--- config.mk ---
export PLATFORM = sky130hd
export DESIGN_NAME = exe_out_ctrl
export DESIGN_NICKNAME = d
export VERILOG_FILES = /design/src/rtl/exe_out_ctrl.sv
export SDC_FILE = /design/constraint.sdc
export NUM_CORES = 1
export LEC_CHECK = 0
export CAP_MARGIN = 20
export CORE_UTILIZATION = 43
export DETAILED_ROUTE_END_ITERATION = 10
export HOLD_SLACK_MARGIN = 0.15
export PLACE_DENSITY = 0.79
export SLEW_MARGIN = 20
export SYNTH_ARGS = -nofsm -noshare
export SYNTH_HDL_FRONTEND = slang
export SYNTH_SLANG_ARGS = --single-unit
--- constraint.sdc ---
create_clock -name clk -period 2 [get_ports clk]
set_clock_uncertainty 0.05 [all_clocks]
set_input_delay 0.5 -clock clk [delete_from_list [all_inputs] [get_ports clk]]
set_output_delay 0.5 -clock clk [all_outputs]
set_load 0.02 [all_outputs]
--- src/rtl/exe_out_ctrl.sv ---
// Writeback stage: on each k_fin, drains WORDS result words from the lane
// result register file into the destination buffer at base iter*WORDS.
// Reads are pipelined one word ahead of writes; destination backpressure
// freezes the write and stops further reads until it is accepted.
module exe_out_ctrl #(
    parameter int DW    = 32,
    parameter int WORDS = 64,
    parameter int ITER  = 8,
    parameter int RAW   = $clog2(WORDS),
    parameter int DAW   = $clog2(WORDS * ITER)
) (
    input  logic           clk,
    input  logic           rst,
    input  logic           s_init,
    input  logic           k_fin,
    output logic           rf_rd_en,
    output logic [RAW-1:0] rf_rd_addr,
    input  logic [DW-1:0]  rf_rd_data,
    output logic           dst_we,
    input  logic           dst_ready,
    output logic [DAW-1:0] dst_addr,
    output logic [DW-1:0]  dst_wdata,
    output logic           out_busy,
    output logic           out_fin,
    output logic           err
);

    localparam int IW = (ITER > 1) ? $clog2(ITER) : 1;

    localparam logic [1:0] IDLE = 2'd0;
    localparam logic [1:0] RUN  = 2'd1;
    localparam logic [1:0] FIN  = 2'd2;

    logic [1:0]     state_q, state_d;
    logic [RAW:0]   rd_idx_q, rd_idx_d;   // one extra bit: counts up to WORDS
    logic [RAW-1:0] wr_idx_q, wr_idx_d;
    logic [IW-1:0]  iter_q, iter_d;
    logic           pend_q, pend_d;
    logic           landed_q;             // read issued last cycle: rf_rd_data is live
    logic [DW-1:0]  hold_q;
    logic           err_q, err_d;

    logic issue;
    logic accept;
    logic last_wr;

    assign issue   = (state_q == RUN) && (rd_idx_q < (RAW+1)'(WORDS)) && (!pend_q || dst_ready);
    assign accept  = pend_q && dst_ready;
    assign last_wr = accept && (wr_idx_q == RAW'(WORDS - 1));

    // Next-state for FSM, indices, iteration counter and sticky error
    always_comb begin
        state_d  = state_q;
        rd_idx_d = rd_idx_q;
        wr_idx_d = wr_idx_q;
        iter_d   = iter_q;
        pend_d   = pend_q;
        err_d    = err_q;

        case (state_q)
            IDLE: begin
                // s_init clears iter before a same-cycle k_fin starts the drain
                if (s_init) begin
                    iter_d = '0;
                    err_d  = 1'b0;
                end
                if (k_fin) begin
                    state_d = RUN;
                end
            end
            RUN: begin
                if (last_wr) begin
                    state_d = FIN;
                end
            end
            FIN: begin
                state_d = IDLE;
            end
            default: begin
                state_d = IDLE;
            end
        endcase

        if (state_q != IDLE && (s_init || k_fin)) begin
            err_d = 1'b1;
        end

        if (issue) begin
            rd_idx_d = rd_idx_q + 1'b1;
        end
        if (accept) begin
            wr_idx_d = wr_idx_q + 1'b1;
        end

        // A read landing refills the holding slot even if the old word leaves
        if (issue) begin
            pend_d = 1'b1;
        end else if (accept) begin
            pend_d = 1'b0;
        end

        if (last_wr) begin
            rd_idx_d = '0;
            wr_idx_d = '0;
            iter_d   = (iter_q == IW'(ITER - 1)) ? '0 : iter_q + 1'b1;
        end
    end

    // Control state registers
    always_ff @(posedge clk or negedge rst) begin
        if (!rst) begin
            state_q  <= IDLE;
            rd_idx_q <= '0;
            wr_idx_q <= '0;
            iter_q   <= '0;
            pend_q   <= 1'b0;
            landed_q <= 1'b0;
            err_q    <= 1'b0;
        end else begin
            state_q  <= state_d;
            rd_idx_q <= rd_idx_d;
            wr_idx_q <= wr_idx_d;
            iter_q   <= iter_d;
            pend_q   <= pend_d;
            landed_q <= issue;
            err_q    <= err_d;
        end
    end

    // Holding register captures each word the cycle it arrives from the RF
    always_ff @(posedge clk or negedge rst) begin
        if (!rst) begin
            hold_q <= '0;
        end else if (landed_q) begin
            hold_q <= rf_rd_data;
        end
    end

    // Fresh data is forwarded straight from the RF; stalled data comes from hold_q
    assign dst_wdata  = landed_q ? rf_rd_data : hold_q;
    assign dst_we     = pend_q;
    assign dst_addr   = DAW'(iter_q) * DAW'(WORDS) + DAW'(wr_idx_q);
    assign rf_rd_en   = issue;
    assign rf_rd_addr = rd_idx_q[RAW-1:0];
    assign out_busy   = (state_q == RUN);
    assign out_fin    = (state_q == FIN);
    assign err        = err_q;

endmodule

After elaboration in Yosys (flattened, before gate mapping) --
Cells that the tools add are included.
Storage, ports and cells: register bits after elaboration 53, bits of input ports 37, output and inout bits 52, logic and storage cells 56
Cells by class: $add $sub $neg 4, order comparisons 1, eq/ne operators 6, mux-type cells 17, reduce and logical (&&, ||, !) cells 20
Operators with widths (number):
- $mux W32 | 1
- $reduce_bool A2 Y1 | 8
- $mux W7 | 2
- $mux W3 | 4
- $mux W6 | 2
- $add A9 B6 Y9 | 1
- $add A7 B1 Y7 const B | 1
- $lt A7 B7 Y1 const B | 1
- $add A6 B1 Y6 const B | 1
- $eq A6 B6 Y1 const B | 1
- $reduce_and A2 Y1 | 3
- $logic_and A1 B1 Y1 | 5
- $mux W1 | 5
- $mux W2 | 2
- $pmux W2 S2 | 1
- $add A3 B1 Y3 const B | 1
- $eq A3 B3 Y1 const B | 1
- $eq A2 B1 Y1 const B | 1
- $eq A2 B2 Y1 const B | 1
- $logic_not A2 Y1 | 1
- $logic_or A1 B1 Y1 | 2
- $ne A2 B1 Y1 const B | 1
- $ne A2 B2 Y1 const B | 1
- $logic_not A1 Y1 | 1

Longest topological paths before layout --
Gate-level depths: netlist of the first run.
word-level depth 5, depth in mapped cells 4, depth with buffers taken out 4

Least setup slack after synthesis of the first run --
No wires, ideal clock.
path kind register to output, start register pend_q, in the netlist dst_we, end output rf_rd_en, arrival 1.299 ns, data required time 1.450 ns, setup slack 0.151 ns, stages on the path, launching flop included 4, path buffers 1, path through dfrtp_1 -> nor2b_1 -> buf_6 -> nor3_1
Between the ends: cells in the longest elaborated chain, start to end 3
Ends and longest elaborated chain:
- start, declared | RTL line 38 | logic pend_q, pend_d;
- start signal, assigned | RTL line 124 | pend_q <= pend_d;
- $logic_not A1 Y1 | RTL line 47 | assign issue = (state_q == RUN) && (rd_idx_q < (RAW+1)'(WORDS)) && (!pend_q || dst_ready);
- $logic_or A1 B1 Y1 | RTL line 47
- $logic_and A1 B1 Y1 | RTL line 47
- end, declared | RTL line 16 | output logic rf_rd_en,
No other way between the ends.

Worst setup path after layout of the first run --
start register landed_q, end output dst_wdata[10]
Between the ends: cells in the longest elaborated chain, start to end 1
Ends and longest elaborated chain:
- start, declared | RTL line 39 | logic landed_q;
- start signal, assigned | RTL line 125 | landed_q <= issue;
- $mux W32
- end, declared | RTL line 22 | output logic [DW-1:0] dst_wdata,
No other way between the ends.

==> impl_metrics.tcl, run 1 <==
set metrics [dict create \
    synth_fp_nets 216 \
    cpMaxStageDelayCell "dfrtp_2" \
    cp.required_ns 1.45 \
    cts_root_buf "clkbuf_8" \
    drcViolationCount 0 \
    multi_input_area_um2 885.9 \
    async_reset_ff_share_pct 100.0 \
    hold_depth 1 \
    synth_cell_types 40 \
    initial_utilization_pct 44.90 \
    path_class "flop to output port" \
    worstPathMaxFanout 20 \
    rows 26 \
    synth_edf_count 0 \
    ant_nets 0 \
    path_cells "buf_12 > mux2_2 > buf_2" \
    yosysSeqAreaShare_pct 57.83 \
    area_growth_pct 44.79 \
    p_per_area_nw_per_um2 598.7 \
    ys_seq_elements 53 \
    slowest_delay_ns 0.42 \
    r2r_cells 4 \
    dpl_cell_area_um2 3298 \
    core_um2 5107 \
    grt_pass1_wl_um 8142 \
    nets 313 \
    rsz0062_at_grt "true" \
    die_y_um 75.03 \
    crit_cells 3 \
    min_period_over_period_pct 99.73 \
    top_layer_used "met4" \
    timing_hold_violations_final 0 \
    fmax_ghz 0.5013 \
    worst_slack_ns 0.005379 \
    synth_top_flop_cell "dfrtp_1" \
    met2WireLength_um 2471 \
    cts_buffer_depth 2 \
    gr-total-overflow 0 \
    relSlewSlack_pct 81.11 \
    post_drt_via_cell_ratio 4.991 \
    worstPathArrival_ns 1.44 \
    syn_avg_cell_area_um2 13.11 \
    cts_tree "yes" \
    io_buffers 88 \
    final_cells 343 \
    gp_congestion 0.7923 \
    drtPass1Iterations 4 \
    dp.cells 333 \
    numCtsBuffers 5 \
    drive_gt1_share_pct 35.90 \
    drt-met1-wl_um 2252 \
    antenna_cells 0 \
    final-setup-viol-count 0 \
    die_w_um 75.03 \
    tns_ns 0 \
    startpoint_type "flop" \
    worstSkewPairLatency_ns 0.31 \
    antenna_found_initial 0 \
    cts_sinks 53 \
    worst-path-buf-inv 2 \
    grt_pass1_vias 1666 \
    place_worst_setup_slack_ns -0.4655 \
    wl_met3_um 561 \
    clk_pin_slew_worst_paths_ns 0.09 \
    hpwl_um 3841 \
    dieArea_um2 5630 \
    ios 89 \
    netlist_instances 175 \
    grt_max_degree 44 \
    first_iter_violations 96 \
    hold_class "flop to flop" \
    vdd_ir_drop_max_mv 0.3984 \
    status "finished, final reports clean" \
    gr-usage-all-layers_pct 19.66 \
    min_period_ns 1.995 \
    p_leak_nw 1.422 \
    cap_violations 0 \
    seq_area_um2 1328 \
    yosys_warnings 0 \
    critPathTopFamily "flip-flops" \
    totalWireLength_um 5340 \
    tightest_slew_ns 0.2834 \
    drv_slew 0 \
    worst_setup_path_end_kind "output port" \
    vias 1712 \
    fill_cells 408 \
    wl_per_cell_um 15.57 \
    synth_area_um2 2293 \
    cts_max_level 2 \
    stdcell_area_um2 3321 \
]
-- final timing paths --
check	startpoint	end	slack (ns)
setup reg to reg	wr_idx_q[0]$_DFFE_PN0P_	iter_q[0]$_DFFE_PN0P_	0.43
hold reg to reg	rd_idx_q[6]$_DFFE_PN0P_	landed_q$_DFF_PN0_	0.41
hold / removal	rd_idx_q[6]$_DFFE_PN0P_	landed_q$_DFF_PN0_	0.41
min in group asynchronous	rst	hold_q[17]$_DFF_PN0_	0.54
max in group asynchronous	rst	rd_idx_q[5]$_DFFE_PN0P_	0.84
setup / recovery	landed_q$_DFF_PN0_	dst_wdata[10]	0.005
-- per-stage QoR --
step                total power [W]  hold WS (ns)  util (%)
floorplan                  0.001245        0.1544         -
global placement           0.001424        0.3376     64.58
detailed placement         0.001434        0.3442     64.58
CTS                        0.002005        0.4108     64.06
finish                     0.001988        0.4070     65.02
global route               0.002081        0.4420     65.02
-- cells in the mapped netlist, types with 4 or more instances --
cell type / n / area, um^2
nor2_1: 4 / 15.01
a21oi_1: 6 / 30.03
o31ai_1: 6 / 45.04
buf_4: 6 / 45.04
dfrtp_1: 53 / 1326
nand2_1: 5 / 18.77
buf_2: 5 / 25.02
o21ai_0: 7 / 35.03
mux2_2: 32 / 360.4
ha_1: 4 / 50.05
inv_1: 7 / 26.28
-- cell usage in the layout (no fill, tap or decap), types with 3 or more instances in the layout --
cell | netlist | layout
dfrtp_1 | 53 | 52
nor2_1 | 4 | 4
buf_2 | 5 | 18
mux2_2 | 32 | 26
nand2_1 | 5 | 5
buf_4 | 6 | 26
mux2_4 | 0 | 7
o21bai_1 | 3 | 3
o21ai_0 | 7 | 7
clkbuf_8 | 0 | 5
o211ai_1 | 3 | 3
buf_6 | 1 | 3
clkdlybuf4s50_1 | 0 | 51
inv_1 | 7 | 7
o31ai_1 | 6 | 6
or4_1 | 3 | 3
ha_1 | 4 | 4
a21oi_1 | 6 | 6
-- registers in the layout (all words and copies together) (netlist names) --
| name | cells |
|---|---|
| state_q | 2 |
| err | 1 |
| hold_q | 32 |
| dst_we | 1 |
| rd_idx_q | 7 |
| iter_q | 3 |
| landed_q | 1 |
| wr_idx_q | 6 |
-- power breakdown --
group	switching, W	internal, W
clock	0.000346	0.000247
combinational	0.000126	0.000143
sequential	0.0000158	0.00111
-- final cells by class --
cell class / count / share of cell area (%)
clock buffers: 6 / 2.185
flip-flops and latches: 53 / 39.98
clock inverters: 2 / 0.4521
inverters: 7 / 0.7913
multi-input cells: 101 / 26.68
repair buffers: 104 / 27.28
well taps: 70 / 2.638
-- logic make-up (layout without fill, tap and decap cells) --
family / after synthesis / after routing / share of synthesized area, %
simple gates: 31 / 31 / 9.057
fa+ha+maj: 4 / 4 / 2.182
xor+xnor: 2 / 2 / 0.7639
mux: 35 / 35 / 17.08
buf+inv: 21 / 119 / 5.019
compound gates: 29 / 29 / 8.074
flops: 53 / 53 / 57.83
-- timing repair --
item / in CTS / in global routing
gates resized for setup: 142 / 28
hold buffers: 1 / 0
cloned: 1 / 0
pin swaps: 0 / 0
setup endpoints to repair: 35 / 29
setup buffers: 1 / 0
hold endpoints to repair: 10 / 0
-- metal layers --
layer	up-vias	global-route usage [%]
met4	0	6.289
met5	-	0
met3	5	7.229
met1	819	24.32
met2	75	32.13
li1	813	-
Power figures use the tool's default switching activity.
==> run 2, diff against run 1 <==
- CAP_MARGIN: 20 -> 15
- SKIP_LAST_GASP: unset -> 1
==> run 2 against run 1 <==
The flow now finishes with violations (setup timing). Hold slack got worse by 0.0011 ns. Combinational power rose by 24%. Utilization rose by 6.6 points. Clock power rose by 2%. Register-to-register slack improved by 0.02 ns. Global-route usage did not move. Cell count rose by 2.0%. Via count rose by 3.9%. Sequential power barely moved. Count of clock-buffer cells in the layout did not move. Critical path type unchanged. Largest cell class unchanged. Highest routed layer unchanged.
==> impl_metrics.tcl, run 2 (synthesized netlist as in run 1, its figures left out) <==
set metrics [dict create \
    status "complete, but fails checks" \
    violations "setup timing" \
    wl_per_cell_um 17.61 \
    worst_slack_ns -0.05143 \
    cts_buffer_depth 2 \
    cp.required_ns 1.45 \
    clockPowerShare_pct 29.3 \
    cts_root_buf "clkbuf_8" \
    antenna_cells 0 \
    rows 26 \
    vdd_ir_drop_max_mv 0.4053 \
    core_um2 5107 \
    drcViolationCount 0 \
    p_per_area_nw_per_um2 565.0 \
    clk_pin_slew_worst_paths_ns 0.10 \
    cts_max_level 2 \
    timing_hold_violations_final 0 \
    switching_share_pct 25.04 \
    io_buffers 88 \
    cpMaxStageDelayCell "dfrtp_2" \
    area_growth_pct 59.57 \
    slowest_delay_ns 0.53 \
    tightest_slew_ns 0.2803 \
    p_leak_nw 1.602 \
    r2r_start "wr_idx_q[0]$_DFFE_PN0P_" \
    ant_nets 0 \
    cts_sinks 53 \
    final-setup-viol-count 28 \
    numCtsBuffers 5 \
    die_y_um 75.03 \
    startpoint_type "flop" \
    p_sw_w 0.0005178 \
    totalWireLength_um 6162 \
    hpwl_um 3841 \
    vias 1779 \
    drive_gt1_share_pct 37.14 \
    post_drt_via_cell_ratio 5.083 \
    cap_violations 0 \
    fill_cells 334 \
    p_int_w 0.001550 \
    initial_utilization_pct 44.90 \
    dp.cells 333 \
    ios 89 \
    largest-register "hold_q" \
    worstSkewPairLatency_ns 0.31 \
    final_cells 350 \
    holdWs_ns 0.4059 \
    reg.largest.list "hold_q: 32 flops, rd_idx_q: 7 flops, wr_idx_q: 6 flops" \
    hold_class "flop to flop" \
    die_w_um 75.03 \
    hold_depth 1 \
    gr-total-overflow 0 \
    largest_reg_flops 32 \
    rsz0062_at_grt "true" \
    worstPathMaxFanout 6 \
    cts_tree "yes" \
    min_period_ns 2.051 \
    path_cells "buf_6 > mux2_4 > buf_6" \
    total_power_w 0.002068 \
    nets 320 \
    min_period_over_period_pct 102.6 \
    drtPass1Iterations 4 \
    min_to "landed_q$_DFF_PN0_" \
    worst_setup_path_end_kind "output port" \
    reg2reg_to "iter_q[0]$_DFFE_PN0P_" \
    crit_path_frequent_cell "buf_6" \
    p_seq_share_pct 54.5 \
    path_class "flop to output port" \
    grt_max_degree 44 \
    antenna_found_initial 0 \
    r2r_cells 4 \
    layout_common_cells "dfrtp_1, clkdlybuf4s50_1, buf_6" \
    tns_ns -0.8739 \
    combPwrFrac_pct 16.2 \
    fmax_ghz 0.4875 \
    dieArea_um2 5630 \
    first_iter_violations 85 \
    hold_start "rd_idx_q[6]$_DFFE_PN0P_" \
    relSlewSlack_pct 81.31 \
    place_worst_setup_slack_ns -0.4655 \
    worstPathArrival_ns 1.50 \
    grt_pass1_vias 1674 \
    grt_pass1_wl_um 8107 \
    drv_slew 0 \
    gp_congestion 0.7923 \
    gr-usage-all-layers_pct 19.66 \
    final_common_cell "dfrtp_1" \
    r2r_slack_ns 0.45 \
]
## run 2: cell types whose count changed in the layout (fill, tap and decap cells not counted), sizes merged
cell	before	now
clkbuf	7	10
buf	49	53
## run 2: power by group through the flow
stage          Sequential (W)  Combinational, W  Clock, W
2_1_floorplan         0.00115         0.0000952         0
3_3_place_gp          0.00114          0.000281         0
3_5_place_dp          0.00115          0.000288         0
4_1_cts               0.00112          0.000272  0.000620
5_1_grt               0.00113          0.000356  0.000668
6_report              0.00113          0.000334  0.000606
## run 2: per-layer routing
metal | wire length (um) | up-vias | GRT usage [%]
li1 | - | 830 | -
met1 | 2666 | 856 | 23.53
met2 | 2794 | 86 | 32.93
met3 | 621 | 7 | 7.363
met4 | 79 | 0 | 6.289
met5 | 0 | - | 0
## run 2: final cells by class
class / count / area, um^2 / area share (%)
clock inverter: 2 / 15.01 / 0.4103
tap: 70 / 87.58 / 2.393
sequential: 53 / 1328 / 36.27
clock buffer: 6 / 72.57 / 1.983
timing repair buffer: 111 / 1154 / 31.52
inverter: 7 / 26.28 / 0.7179
multi-input combinational: 101 / 977.2 / 26.70
## run 2: timing repair
action,in CTS,in global routing
setup buffers,1,4
hold buffers,1,0
resized for setup,85,159
cloned,1,3
hold endpoints to repair,10,0
setup endpoints to repair,35,35
## run 2: worst max-delay path by stage
stage | startpoint | cells after the start | end
after floorplan | dst_we$_DFFE_PN0P_ | 3 | rf_rd_en
after global placement | dst_ready | 4 | rf_rd_en
after detailed placement | dst_ready | 4 | rf_rd_en
after CTS | dst_ready | 4 | rf_rd_en
after global routing | landed_q$_DFF_PN0_ | 3 | dst_wdata[5]
final | landed_q$_DFF_PN0_ | 3 | dst_wdata[1]
## run 2: critical path: cells and delay by family (launching register included)
kind	cells	cell delay, ns
muxes	1	0.33
buffers and inverters	2	0.33
DFF	1	0.53
## run 2: metrics by stage
step	util (%)	instance area, um^2
3_3_place_gp	64.58	3298
4_1_cts	66.51	3397
5_1_grt	71.66	3660
6_report	71.66	3660
2_1_floorplan	-	2293
3_5_place_dp	64.58	3298
==> run 3, diff against run 2 <==
- CELL_PAD_IN_SITES_DETAIL_PLACEMENT: unset -> 1
- CELL_PAD_IN_SITES_GLOBAL_PLACEMENT: unset -> 2
- CORE_UTILIZATION: 43 -> 27
- PLACE_DENSITY: 0.79 -> unset
- PLACE_DENSITY_LB_ADDON: unset -> 0.1
==> run 3 against run 2 <==
The flow still finishes with violations (setup timing). Utilization is 29 points lower. Sequential cell count stayed put. Register-to-register slack worse by 0.11 ns. Critical path depth is 1 higher. First-iteration DRC count is 79% lower. Clock power is 41% higher. Combinational power is 16% lower. Critical endpoint is now rf_rd_en. Largest cell class unchanged. Largest power group unchanged.
==> impl_metrics.tcl, run 3 (synthesized netlist as in run 1, its figures left out) <==
set metrics [dict create \
    status "complete, but fails checks" \
    violations "setup timing" \
    rsz0062_at_grt "true" \
    dieArea_um2 8867 \
    combPwrFrac_pct 12.5 \
    area_growth_pct 53.41 \
    min_period_ns 2.045 \
    drtPass1Iterations 4 \
    largest_reg_flops 32 \
    core_um2 8217 \
    gr-usage-all-layers_pct 13.55 \
    p_leak_nw 1.526 \
    vias 1753 \
    worst_setup_path_end_kind "output port" \
    r2r_cells 4 \
    cp-endpoint "rf_rd_en" \
    drt-met1-wl_um 2645 \
    p_seq_share_pct 49.8 \
    totalWireLength_um 5967 \
    io_buffers 88 \
    hpwl_um 4296 \
    seq_area_um2 1328 \
    cp.required_ns 1.45 \
    clk_pin_slew_worst_paths_ns 0.10 \
    path_cells "clkdlybuf4s50_1 > nor2b_1 > nor3_1 > clkbuf_2" \
    relSlewSlack_pct 76.61 \
    grt_max_degree 23 \
    cts_sinks 53 \
    reg.largest.list "hold_q: 32 flops, rd_idx_q: 7 flops, wr_idx_q: 6 flops" \
    tightest_slew_ns 0.3508 \
    switching_share_pct 22.16 \
    r2r_slack_ns 0.34 \
    final_common_cell "dfrtp_1" \
    path_class "input port to output port" \
    die_y_um 94.17 \
    drcViolationCount 0 \
    r2r_start "wr_idx_q[0]$_DFFE_PN0P_" \
    min_period_over_period_pct 102.3 \
    hold_start "rd_idx_q[6]$_DFFE_PN0P_" \
    p_sw_w 0.0005009 \
    wl_met3_um 300 \
    rows 33 \
    nets 320 \
    worstSkewPairLatency_ns 0.30 \
    p_int_w 0.001759 \
    p_per_area_nw_per_um2 642.4 \
    reg2reg_to "iter_q[0]$_DFFE_PN0P_" \
    gr-total-overflow 0 \
    first_iter_violations 18 \
    post_drt_via_cell_ratio 4.553 \
    hold_class "flop to flop" \
    top_layer_used "met4" \
    multi_input_area_um2 889.6 \
    fmax_ghz 0.4889 \
    worstPathMaxFanout 2 \
    ant_nets 0 \
    setup.worst_path.start "dst_ready" \
    grt_pass1_wl_um 9273 \
    largest-register "hold_q" \
    worst_slack_ns -0.04527 \
    fill_cells 891 \
    worstPathArrival_ns 1.50 \
    die_w_um 94.17 \
    clockPowerShare_pct 37.8 \
    cts_max_level 2 \
    grt_pass1_vias 1794 \
    tns_ns -0.3839 \
    slowest_delay_ns 0.50 \
    timing_hold_violations_final 0 \
    final-setup-viol-count 13 \
    startpoint_type "input port" \
    drive_gt1_share_pct 36.43 \
    gp_congestion 0.6539 \
    layout_common_cells "dfrtp_1, clkdlybuf4s50_1, mux2_2" \
    vdd_ir_drop_max_mv 0.2720 \
    cpMaxStageDelayCell "clkdlybuf4s50_1" \
    met2WireLength_um 2961 \
    ios 89 \
    numCtsBuffers 5 \
    antenna_cells 0 \
    cts_buffer_depth 2 \
    cap_violations 0 \
    initial_utilization_pct 27.91 \
    antenna_found_initial 0 \
    cts_tree "yes" \
    wl_per_cell_um 15.50 \
    cts_root_buf "clkbuf_8" \
    holdWs_ns 0.4134 \
    drv_slew 0 \
]
## run 3: cell count changes in the layout (fill, tap and decap cells not counted), sizes merged
cell and change:
bufinv +2, clkbuf +16, buf -18, dlymetal6s2s +1, clkdlybuf4s15 +1, clkinvlp -2
clkdlybuf4s50 -1, clkinv +1
## run 3: power by group through the flow
stage	clock [W]	sequential, W	combinational (W)
floorplan	0	0.00115	0.0000952
finish	0.000854	0.00112	0.000282
CTS	0.000898	0.00113	0.000268
global route	0.000927	0.00113	0.000305
global placement	0	0.00114	0.000290
detailed placement	0	0.00115	0.000292
## run 3: per-stage QoR
stage / cells / util [%] / setup slack (ns) / power (W) / cell area, um^2
global route: 385 / 42.82 / -0.08203 / 0.002362 / 3518
floorplan: 175 / - / 0.1506 / 0.001245 / 2293
CTS: 381 / 41.94 / -0.2294 / 0.002292 / 3446
global placement: 370 / 40.86 / -0.5055 / 0.001434 / 3357
finish: 385 / 42.82 / -0.04527 / 0.002260 / 3518
detailed placement: 370 / 40.86 / -0.5249 / 0.001439 / 3357
## run 3: layout make-up
cell class                 count  share of cell area, %
sequential                    53                  37.73
timing repair buffer         111                  28.70
multi-input combinational    101                  25.28
tap                          105                  3.734
clock buffer                   5                  1.956
clock inverter                 3                  1.849
inverter                       7                 0.7468
## run 3: worst min path at each step
stage	end	cells after the start
floorplan	dst_we$_DFFE_PN0P_	0
finish	landed_q$_DFF_PN0_	1
global route	landed_q$_DFF_PN0_	1
CTS	landed_q$_DFF_PN0_	1
global placement	hold_q[13]$_DFF_PN0_	1
detailed placement	hold_q[13]$_DFF_PN0_	1
## run 3: layer usage
metal,vias up,global-route usage (%)
li1,831,-
met1,868,18.15
met2,48,22.22
met3,6,2.427
met4,0,3.846
met5,-,0
## run 3: critical path, delay by kind of cell
| kind | cells | cell delay, ns |
|---|---|---|
| buffers and inverters | 2 | 0.73 |
| and+or+nand+nor | 2 | 0.26 |
## run 3: what timing repair did
action | 4_1_cts | 5_1_grt
buffers inserted | 1 | 3
hold buffers | 1 | 0
setup endpoints to repair | 35 | 36
gates cloned | 1 | 1
endpoints found under the hold margin | 11 | 0
resized for setup | 74 | 80
